`config.mk`:
```
export PLATFORM = sky130hd
export DESIGN_NAME = mem_access_unit
export DESIGN_NICKNAME = d
export VERILOG_FILES = /design/src/rtl/mem_access_unit.sv
export SDC_FILE = /design/constraint.sdc
export NUM_CORES = 1
export LEC_CHECK = 0
export BUFFER_PORTS_ARGS = -buffer_cell sky130_fd_sc_hd__buf_2
export CORE_AREA = 2 2 121 123
export CTS_CLUSTER_DIAMETER = 120
export DETAILED_ROUTE_END_ITERATION = 7
export DIE_AREA = 0 0 123 125
export PLACE_DENSITY = 0.79
export SETUP_SLACK_MARGIN = 0.05
export SYNTH_ARGS = -nofsm -noshare
export SYNTH_HDL_FRONTEND = slang
export SYNTH_SLANG_ARGS = --single-unit
```
`constraint.sdc`:
```
create_clock -name clk -period 6.05 [get_ports clk]
set_input_delay 0.605 -clock clk [delete_from_list [all_inputs] [get_ports clk]]
set_output_delay 0.605 -clock clk [all_outputs]
set_load 0.01 [all_outputs]
```
`src/rtl/mem_access_unit.sv`:
```
// Memory-access stage controller: accepts one op from EX/MEM, issues it on the
// data-SRAM request/response bus, aligns/extends load data and hands the result to MEM/WB.
//
// state | meaning
// IDLE  | no op held, ready to accept
// REQ   | request driven on data bus, waiting for data_addr_ok
// WAIT  | request accepted, waiting for data_data_ok
// DONE  | result presented on ts_*, waiting for ns_ready
// DRAIN | flushed with a response still outstanding; discard it

module mem_access_unit #(
    parameter int ADDR_W = 32,
    parameter int DATA_W = 32
) (
    input  logic              clk,
    input  logic              rst,
    input  logic              flush,
    input  logic              ls_valid,
    output logic              ts_ready,
    input  logic              ls_mem_en,
    input  logic [3:0]        ls_op,
    input  logic [ADDR_W-1:0] ls_addr,
    input  logic [DATA_W-1:0] ls_wdata,
    input  logic [DATA_W-1:0] ls_rw_data,
    output logic              ts_valid,
    input  logic              ns_ready,
    output logic [DATA_W-1:0] ts_rdata,
    output logic              ts_ale,
    output logic              data_req,
    output logic              data_wr,
    output logic [3:0]        data_wstrb,
    output logic [ADDR_W-1:0] data_addr,
    output logic [DATA_W-1:0] data_wdata,
    input  logic              data_addr_ok,
    input  logic              data_data_ok,
    input  logic [DATA_W-1:0] data_rdata
);

    typedef enum logic [2:0] {
        S_IDLE,
        S_REQ,
        S_WAIT,
        S_DONE,
        S_DRAIN
    } state_t;

    state_t r_state;
    state_t w_state_nxt;

    logic [1:0]        r_off;
    logic [1:0]        r_size;
    logic              r_unsigned;
    logic              r_store;
    logic [DATA_W-1:0] r_rw_data;

    logic              w_misal;
    logic              w_issue;
    logic              w_accept;
    logic [3:0]        w_wstrb;
    logic [DATA_W-1:0] w_wdata;
    logic [7:0]        w_byte;
    logic [15:0]       w_half;
    logic [DATA_W-1:0] w_load;

    // Size code 3 is reserved and behaves as a word.
    assign w_misal  = ((ls_op[1:0] == 2'd1) && ls_addr[0]) ||
                      (ls_op[1] && (ls_addr[1:0] != 2'b00));
    assign w_issue  = ls_mem_en && !w_misal;
    assign ts_ready = (r_state == S_IDLE) || ((r_state == S_DONE) && ns_ready);
    assign w_accept = ls_valid && ts_ready && !flush;
    assign ts_valid = (r_state == S_DONE);

    always_comb begin
        w_wstrb = 4'hF;
        w_wdata = ls_wdata;
        case (ls_op[1:0])
            2'd0: begin
                w_wstrb = 4'b0001 << ls_addr[1:0];
                w_wdata = {4{ls_wdata[7:0]}};
            end
            2'd1: begin
                w_wstrb = 4'b0011 << ls_addr[1:0];
                w_wdata = {2{ls_wdata[15:0]}};
            end
            default: ;
        endcase
    end

    always_comb begin
        w_byte = data_rdata[{r_off, 3'b000} +: 8];
        w_half = r_off[1] ? data_rdata[31:16] : data_rdata[15:0];
        w_load = data_rdata;
        case (r_size)
            2'd0:    w_load = {{24{~r_unsigned & w_byte[7]}}, w_byte};
            2'd1:    w_load = {{16{~r_unsigned & w_half[15]}}, w_half};
            default: ;
        endcase
    end

    always_ff @(posedge clk or posedge rst) begin
        if (rst) r_state <= S_IDLE;
        else     r_state <= w_state_nxt;
    end

    always_comb begin
        w_state_nxt = r_state;
        case (r_state)
            S_IDLE: begin
                if (w_accept) w_state_nxt = w_issue ? S_REQ : S_DONE;
            end
            S_REQ: begin
                if (flush)             w_state_nxt = data_addr_ok ? S_DRAIN : S_IDLE;
                else if (data_addr_ok) w_state_nxt = S_WAIT;
            end
            S_WAIT: begin
                // A response landing in the flush cycle itself leaves nothing to drain.
                if (data_data_ok) w_state_nxt = flush ? S_IDLE : S_DONE;
                else if (flush)   w_state_nxt = S_DRAIN;
            end
            S_DONE: begin
                if (w_accept)                w_state_nxt = w_issue ? S_REQ : S_DONE;
                else if (flush || ns_ready)  w_state_nxt = S_IDLE;
            end
            S_DRAIN: begin
                if (data_data_ok) w_state_nxt = S_IDLE;
            end
            default: w_state_nxt = S_IDLE;
        endcase
    end

    always_ff @(posedge clk or posedge rst) begin
        if (rst) begin
            r_off      <= 2'b00;
            r_size     <= 2'b00;
            r_unsigned <= 1'b0;
            r_store    <= 1'b0;
            r_rw_data  <= '0;
            ts_rdata   <= '0;
            ts_ale     <= 1'b0;
            data_req   <= 1'b0;
            data_wr    <= 1'b0;
            data_wstrb <= 4'b0000;
            data_addr  <= '0;
            data_wdata <= '0;
        end else begin
            if (w_accept) begin
                r_off      <= ls_addr[1:0];
                r_size     <= ls_op[1:0];
                r_unsigned <= ls_op[2];
                r_store    <= ls_op[3];
                r_rw_data  <= ls_rw_data;
                if (w_issue) begin
                    data_req   <= 1'b1;
                    data_wr    <= ls_op[3];
                    data_addr  <= {ls_addr[ADDR_W-1:2], 2'b00};
                    data_wstrb <= ls_op[3] ? w_wstrb : 4'b0000;
                    data_wdata <= ls_op[3] ? w_wdata : '0;
                end else begin
                    ts_rdata <= ls_rw_data;
                    ts_ale   <= ls_mem_en && w_misal;
                end
            end else if ((r_state == S_REQ) && (flush || data_addr_ok)) begin
                data_req   <= 1'b0;
                data_wr    <= 1'b0;
                data_addr  <= '0;
                data_wstrb <= 4'b0000;
                data_wdata <= '0;
            end
            if ((r_state == S_WAIT) && data_data_ok && !flush) begin
                ts_rdata <= r_store ? r_rw_data : w_load;
                ts_ale   <= 1'b0;
            end
        end
    end

endmodule
```
==> After elaboration in Yosys (flattened, before gate mapping) <==
Cells that the tools add are included.
{ "totals": {"ff_bits": 144, "ramBits": 0, "n_memories": 0, "latch_bits": 0, "mem_bits_ro": 0} }
{ "op_classes": {"shifts": 3, "reduce_logical": 25, "multipliers": 0, "n_eq_ne": 13, "mux": 38, "div": 0, "n_lt_le_gt_ge": 0, "addsub": 0, "bitwise": 3} }
{ "ops": {"columns": ["cell", "count"], "rows": [
  ["2-to-1 mux 32 bit", 10],
  ["case mux 32 bit (2 select lines)", 2],
  ["variable part select 32 x 6 -> 8 bit", 1],
  ["2-to-1 mux 3 bit", 9],
  ["2-to-1 mux 16 bit", 1],
  ["2-to-1 mux 4 bit", 4],
  ["case mux 3 bit (5 select lines)", 1],
  ["logical AND 1 bit", 10],
  ["2-to-1 mux 1 bit", 8],
  ["case mux 4 bit (2 select lines)", 1],
  ["== test 3 x 2 -> 1 bit (second input constant)", 2],
  ["!= test 2 bit (second input constant)", 3],
  ["!= test 3 bit (second input constant)", 2],
  ["nonzero test 2 bit", 3],
  ["AND reduction 5 bit", 1],
  ["== test 2 x 1 -> 1 bit (second input constant)", 2],
  ["zero test 2 bit", 2],
  ["logical OR 1 bit", 4],
  ["2-to-1 mux 2 bit", 2],
  ["AND reduction 2 bit", 2],
  ["<< shifter 1 x 2 -> 4 bit (first input constant)", 1],
  ["<< shifter 2 x 2 -> 4 bit (first input constant)", 1],
  ["== test 3 x 1 -> 1 bit (second input constant)", 1],
  ["== test 3 bit (second input constant)", 1],
  ["6 further kinds", 8]
]} }

==> Longest topological paths before layout <==
{ "logic_depth": {"word_depth": 8, "mapped_depth": 8} }

==> Worst setup path before layout <==
Ideal clock, no wire load.
{ "synth_path": {"kind": "input to register", "start": "input ls_op[0]", "end": "register data_addr[2]", "path_slack_ns": 4.232, "t_required_ns": 5.929, "arrival_time_ns": 1.697, "stages": 7, "cell_sequence": "nor2_1 > buf_6 > o21a_2 > a21oi_2 > buf_4 > buf_6 > a22o_1"} }
{ "synth_between": {"elab_chain_cells": 7} }
{ "synth_lines": {"columns": ["element", "line", "text"], "rows": [
  ["from (decl)", "21", "input logic [3:0] ls_op,"],
  ["== test 2 x 1 -> 1 bit", "66", "assign w_misal = ((ls_op[1:0] == 2'd1) && ls_addr[0]) ||"],
  ["logical AND 1 bit", "66", null],
  ["logical OR 1 bit", "66", null],
  ["zero test 1 bit", "68", "assign w_issue = ls_mem_en && !w_misal;"],
  ["logical AND 1 bit", "68", null],
  ["!= test 2 bit (no source line)", null, null],
  ["AND reduction 2 bit (no source line)", null, null],
  ["to (signal assigned)", "155", "data_addr <= {ls_addr[ADDR_W-1:2], 2'b00};"],
  ["to (decl)", "32", "output logic [ADDR_W-1:0] data_addr,"]
]} }
Every way passes these cells.
A chain may end at the register's enable or synchronous reset.

==> Worst setup path after layout <==
{ "layout_path": {"start": "register r_state[2]", "end": "register data_wdata[20]"} }
{ "layout_between": {"elab_chain_cells": 7} }
{ "layout_lines": {"columns": ["element", "line", "text"], "rows": [
  ["from (decl)", "47", "state_t r_state;"],
  ["from (signal assigned)", "102", "else r_state <= w_state_nxt;"],
  ["== test 3 x 2 -> 1 bit", "69", "assign ts_ready = (r_state == S_IDLE) || ((r_state == S_DONE) && ns_ready);"],
  ["logical AND 1 bit", "69", null],
  ["logical OR 1 bit", "69", null],
  ["logical AND 1 bit (2 in a row)", "70", "assign w_accept = ls_valid && ts_ready && !flush;"],
  ["!= test 2 bit (no source line) or nonzero test 2 bit (tied branches)", null, null],
  ["AND reduction 2 bit (no source line)", null, null],
  ["to (signal assigned)", "157", "data_wdata <= ls_op[3] ? w_wdata : '0;"],
  ["to (decl)", "33", "output logic [DATA_W-1:0] data_wdata,"]
]} }
Parallel ways exist; a longest one is shown, timed or not.

==> summary by stage <==
Outcome
The run finished with clean final reports.

Timing
The maximum operating frequency is 372.3 MHz. Headroom to the max-slew limit came out at 0.3588. Setup repair after global routing left no endpoint under its margin. The share of the clock period used by the worst path after layout is 0.4440.

The slew at the pin closest to its max-slew limit is 961.8 ps. On the final layout, the worst clock skew is 4.674 ps. Subtracting the final worst setup slack from the clock period gives 2686 ps. In the final timing run, aggregate negative setup slack is 0 ps.

The number of failing hold endpoints at the final stage is 0. The worst path meets setup with 3364 ps of slack. The total setup violations reported at the end of the flow is 0. The final worst hold slack is 251.6 ps. The number of pins with negative max-slew slack in the final report is 0.

Setup path
The slowest stage cell on the critical path is sky130_fd_sc_hd__nand2_1. The number of cells on the worst reg-to-reg path is 7. The nature of the critical path startpoint is a register.

For the worst setup path, the data arrival time is 3010 ps. STA classifies the critical path endpoint as a register. The critical path goes through nor2_2, o211ai_4, buf_4, nor2_2, buf_4, nand2_1, o21ai_0.

The startpoint of the worst-slack reg-to-reg timing path is r_state[2]. The startpoint of the worst setup timing path is r_state[2]. The worst-path maximum fanout is 38. For the worst setup path, the data required time is 6370 ps.

The critical setup path kind is register to register. In this design, the stage delay of the slowest critical-path cell is 570 ps.

Final layout
The growth of design area from synthesis to finish is 25.27%. The utilization of the core after routing is 0.6039. The proportion of layout cells with a drive suffix above 1 is 0.3142. The area used by multi-input combinational logic is 0.002953 mm^2.

For this run, the post-layout net count is 1071. Summing all flip-flop and latch instances after layout gives 0.003553 mm^2. The layout has 1272 filler cells. The post-route standard cell area excluding fillers is 0.008577 mm^2.

Synthesis
The cell area after synthesis is 0.006847 mm^2. The number of different library cells in the post-synthesis netlist is 47. The dominant synthesized flop cell is sky130_fd_sc_hd__dfrtp_1. Each instance of the synthesized netlist takes up on average 9.522 um^2. The sequential area share after synthesis is 0.5190. The share of synthesized area in the top cell type comes to 0.5190.

Of all cell types, the one taking the most synthesized area is sky130_fd_sc_hd__dfrtp_1. The Yosys warning count is 0. The gate count of the mapped netlist is 719. The flip-flop and latch count after synthesis is 142. The synthesized design contains 0 enable-type register cells. In the synthesized netlist the async set-or-reset flop fraction comes to 1.000. After synthesis, the cell types taking the most area are sky130_fd_sc_hd__dfrtp_1 (52%), sky130_fd_sc_hd__nand2_1 (9.8%), sky130_fd_sc_hd__a22o_1 (4.9%), sky130_fd_sc_hd__mux2i_1 (4.2%), sky130_fd_sc_hd__o21ai_0 (2.7%).

Floorplan
The total core area is 0.01420 mm^2. 245 I/O pins were placed. The y dimension of the die is 125 um. The floorplan has 44 rows. The initial utilization of the core area, before any placement, comes to 0.4820.

The die width is 123 um. The die covers 0.01538 mm^2.

Clocking
The number of instances resized during post-cts repair is 0. The H-tree was split into 4 levels. The number of clock buffers inserted by TritonCTS is 17. The hold buffer count at CTS is 0. The count of clock tree sinks is 142.

The buffer depth of the longest clock path is 2. TritonCTS built the clock tree. The clock root buffer is sky130_fd_sc_hd__clkbuf_16. The post-CTS repair timing setup buffer count is 0. The later pin in the worst-skew pair is clocked with a latency of 420 ps.

After clock tree synthesis, the clock-pin slew on the worst setup and hold paths is 60 ps.

Route
The final routed DRC violation total is 0. After detailed routing, no signal wire sits above met5. The via-per-instance ratio is 5.657. The number of vias after detailed routing is 6375. The number of nets still failing antenna checks after routing is 0. The average wire length per cell after detail routing is 18.15 um.

The number of design-rule violations left by the first detailed-router iteration is 513. The met1 wire length is 8226 um. The aggregate routed wire length is 20450 um. Summed over all nets, wire length on met3 after detailed routing comes to 1914 um. For this run, the detailed router's first-pass iteration total came to 5. The routed design uses 9796 um of met2 wire.

Place
Routability-driven placement finished with a final weighted congestion of 0.8841. Summing all placed instances gives a cell area of 0.008043 mm^2. In this run the tool buffered the top-level ports with 242 buffer cells.

The HPWL after detailed placement is 14380 um. OpenSTA, run right after detailed placement, puts the worst setup slack at 3088 ps.

Pwr
For this design the static power due to leakage is 4.404 nW. For this design the ratio of total power to cell area is 468.0 mW/mm^2. The maximum resistive drop on vdd is 0.0002380 V.

Global routing
Entering global routing, the biggest net connects 76 pins. The initial antenna violation count came to 4. For this run, the total global-route usage over all layers was measured as 0.2685. The total congestion overflow is 0.

The wire length of the first global-routing pass is 31830 um. The via count of the first global-routing pass came to 5988.

Job
The number of max-cap violations is 0.

Worst hold path
The class of the tightest hold or removal check is primary input to asynchronous set/reset pin.
logic make-up (layout without fill, tap and decap cells):
kind of cell / after synthesis / in the layout / share of synthesized area
buffers and inverters: 66 / 288 / 0.05336
AO/OA/AOI/OAI: 208 / 208 / 0.2133
flip-flops: 142 / 142 / 0.5190
AND/OR/NAND/NOR: 271 / 271 / 0.1681
other: 1 / 3 / 0.0005477
multiplexers: 31 / 31 / 0.04569
cells in the final DEF (no fill, tap or decap), types with 8 or more instances in the layout:
master                      netlist  layout
sky130_fd_sc_hd__a2111oi_0       15      15
sky130_fd_sc_hd__a211oi_1        13      13
sky130_fd_sc_hd__a21oi_1         22      22
sky130_fd_sc_hd__a221oi_1        14      14
sky130_fd_sc_hd__a22o_1          38      38
sky130_fd_sc_hd__a31oi_1         17      17
sky130_fd_sc_hd__buf_2           13     242
sky130_fd_sc_hd__buf_4           11       8
sky130_fd_sc_hd__clkbuf_16        0      17
sky130_fd_sc_hd__dfrtp_1        142     142
sky130_fd_sc_hd__mux2i_1         29      29
sky130_fd_sc_hd__nand2_1        178     178
sky130_fd_sc_hd__nand3_1         18      17
sky130_fd_sc_hd__nor2_1          36      36
sky130_fd_sc_hd__nor2b_1          9       9
sky130_fd_sc_hd__nor3_1          12      12
sky130_fd_sc_hd__o211ai_1        15      15
sky130_fd_sc_hd__o21ai_0         37      37
sky130_fd_sc_hd__o21ai_1         17      17
critical path: cells and delay by family, from the launching register on:
kind                   cells  cell delay, ps
AND/OR/NAND/NOR            3            1010
flip-flops                 1             490
buffers and inverters      2             610
AO/OA/AOI/OAI              2             450
sequential cells by signal (all words and copies together) (netlist names):
signal	cells
data_req	1
r_state	3
ts_rdata	32
r_rw_data	32
r_store	1
data_addr	30
r_size	2
r_unsigned	1
ts_ale	1
data_wdata	32
data_wstrb	4
data_wr	1
r_off	2
cell usage after synthesis, types with 2 or more instances:
cell type / n
sky130_fd_sc_hd__nor2b_1: 9
sky130_fd_sc_hd__mux2_2: 2
sky130_fd_sc_hd__a211oi_1: 13
sky130_fd_sc_hd__buf_6: 8
sky130_fd_sc_hd__a31oi_1: 17
sky130_fd_sc_hd__a22o_1: 38
sky130_fd_sc_hd__a221oi_1: 14
sky130_fd_sc_hd__buf_1: 2
sky130_fd_sc_hd__nor3_1: 12
sky130_fd_sc_hd__and3_4: 2
sky130_fd_sc_hd__dfrtp_1: 142
sky130_fd_sc_hd__a21o_1: 2
sky130_fd_sc_hd__and3_1: 3
sky130_fd_sc_hd__buf_2: 13
sky130_fd_sc_hd__o21ai_1: 17
sky130_fd_sc_hd__nor2_2: 3
sky130_fd_sc_hd__inv_1: 8
sky130_fd_sc_hd__nand3_1: 18
sky130_fd_sc_hd__a21oi_1: 22
sky130_fd_sc_hd__clkbuf_1: 24
sky130_fd_sc_hd__o311ai_0: 2
sky130_fd_sc_hd__buf_4: 11
sky130_fd_sc_hd__nor2_1: 36
sky130_fd_sc_hd__o22ai_1: 6
sky130_fd_sc_hd__o21ai_0: 37
sky130_fd_sc_hd__o211ai_1: 15
sky130_fd_sc_hd__nand2b_1: 4
sky130_fd_sc_hd__mux2i_1: 29
sky130_fd_sc_hd__a2111oi_0: 15
sky130_fd_sc_hd__nand2_1: 178
metrics by stage:
stage | instances | power [mW]
3_3_place_gp | 1096 | 3.016
4_1_cts | 1126 | 4.027
6_report | 1127 | 4.014
2_1_floorplan | 720 | 2.562
3_5_place_dp | 1096 | 3.061
5_1_grt | 1127 | 4.283
path summary, 6_finish.rpt:
path / slack (ps) / to
max in group asynchronous: 4380 / ts_rdata[14]
worst min register to register: 460 / data_wstrb[1]
worst min-delay path: 250 / data_addr[19]
min in group clk: 400 / r_rw_data[12]
worst max-delay path: 3360 / data_wdata[20]
worst max register to register: 3360 / data_wdata[20]
area by class of cell:
cell class	instances	share of cell area
sequential	142	0.4143
multi-input combinational	512	0.3443
timing repair buffer	250	0.1482
clock buffer	22	0.05412
tap	184	0.02684
clock inverter	8	0.007877
inverter	8	0.004085
antenna	1	0.0002918
routing by layer:
layer,GRT usage,vias to the layer above
met2,0.4209,320
met3,0.07436,36
met5,0,-
li1,-,2989
met4,0.1049,4
met1,0.3536,3026
power breakdown:
group / switching [mW] / internal, mW / leakage (nW)
sequential: 0.263 / 1.31 / 1.84
clock: 0.379 / 0.577 / 0.265
combinational: 0.889 / 0.600 / 2.30
(Power assumes the default switching activity.)
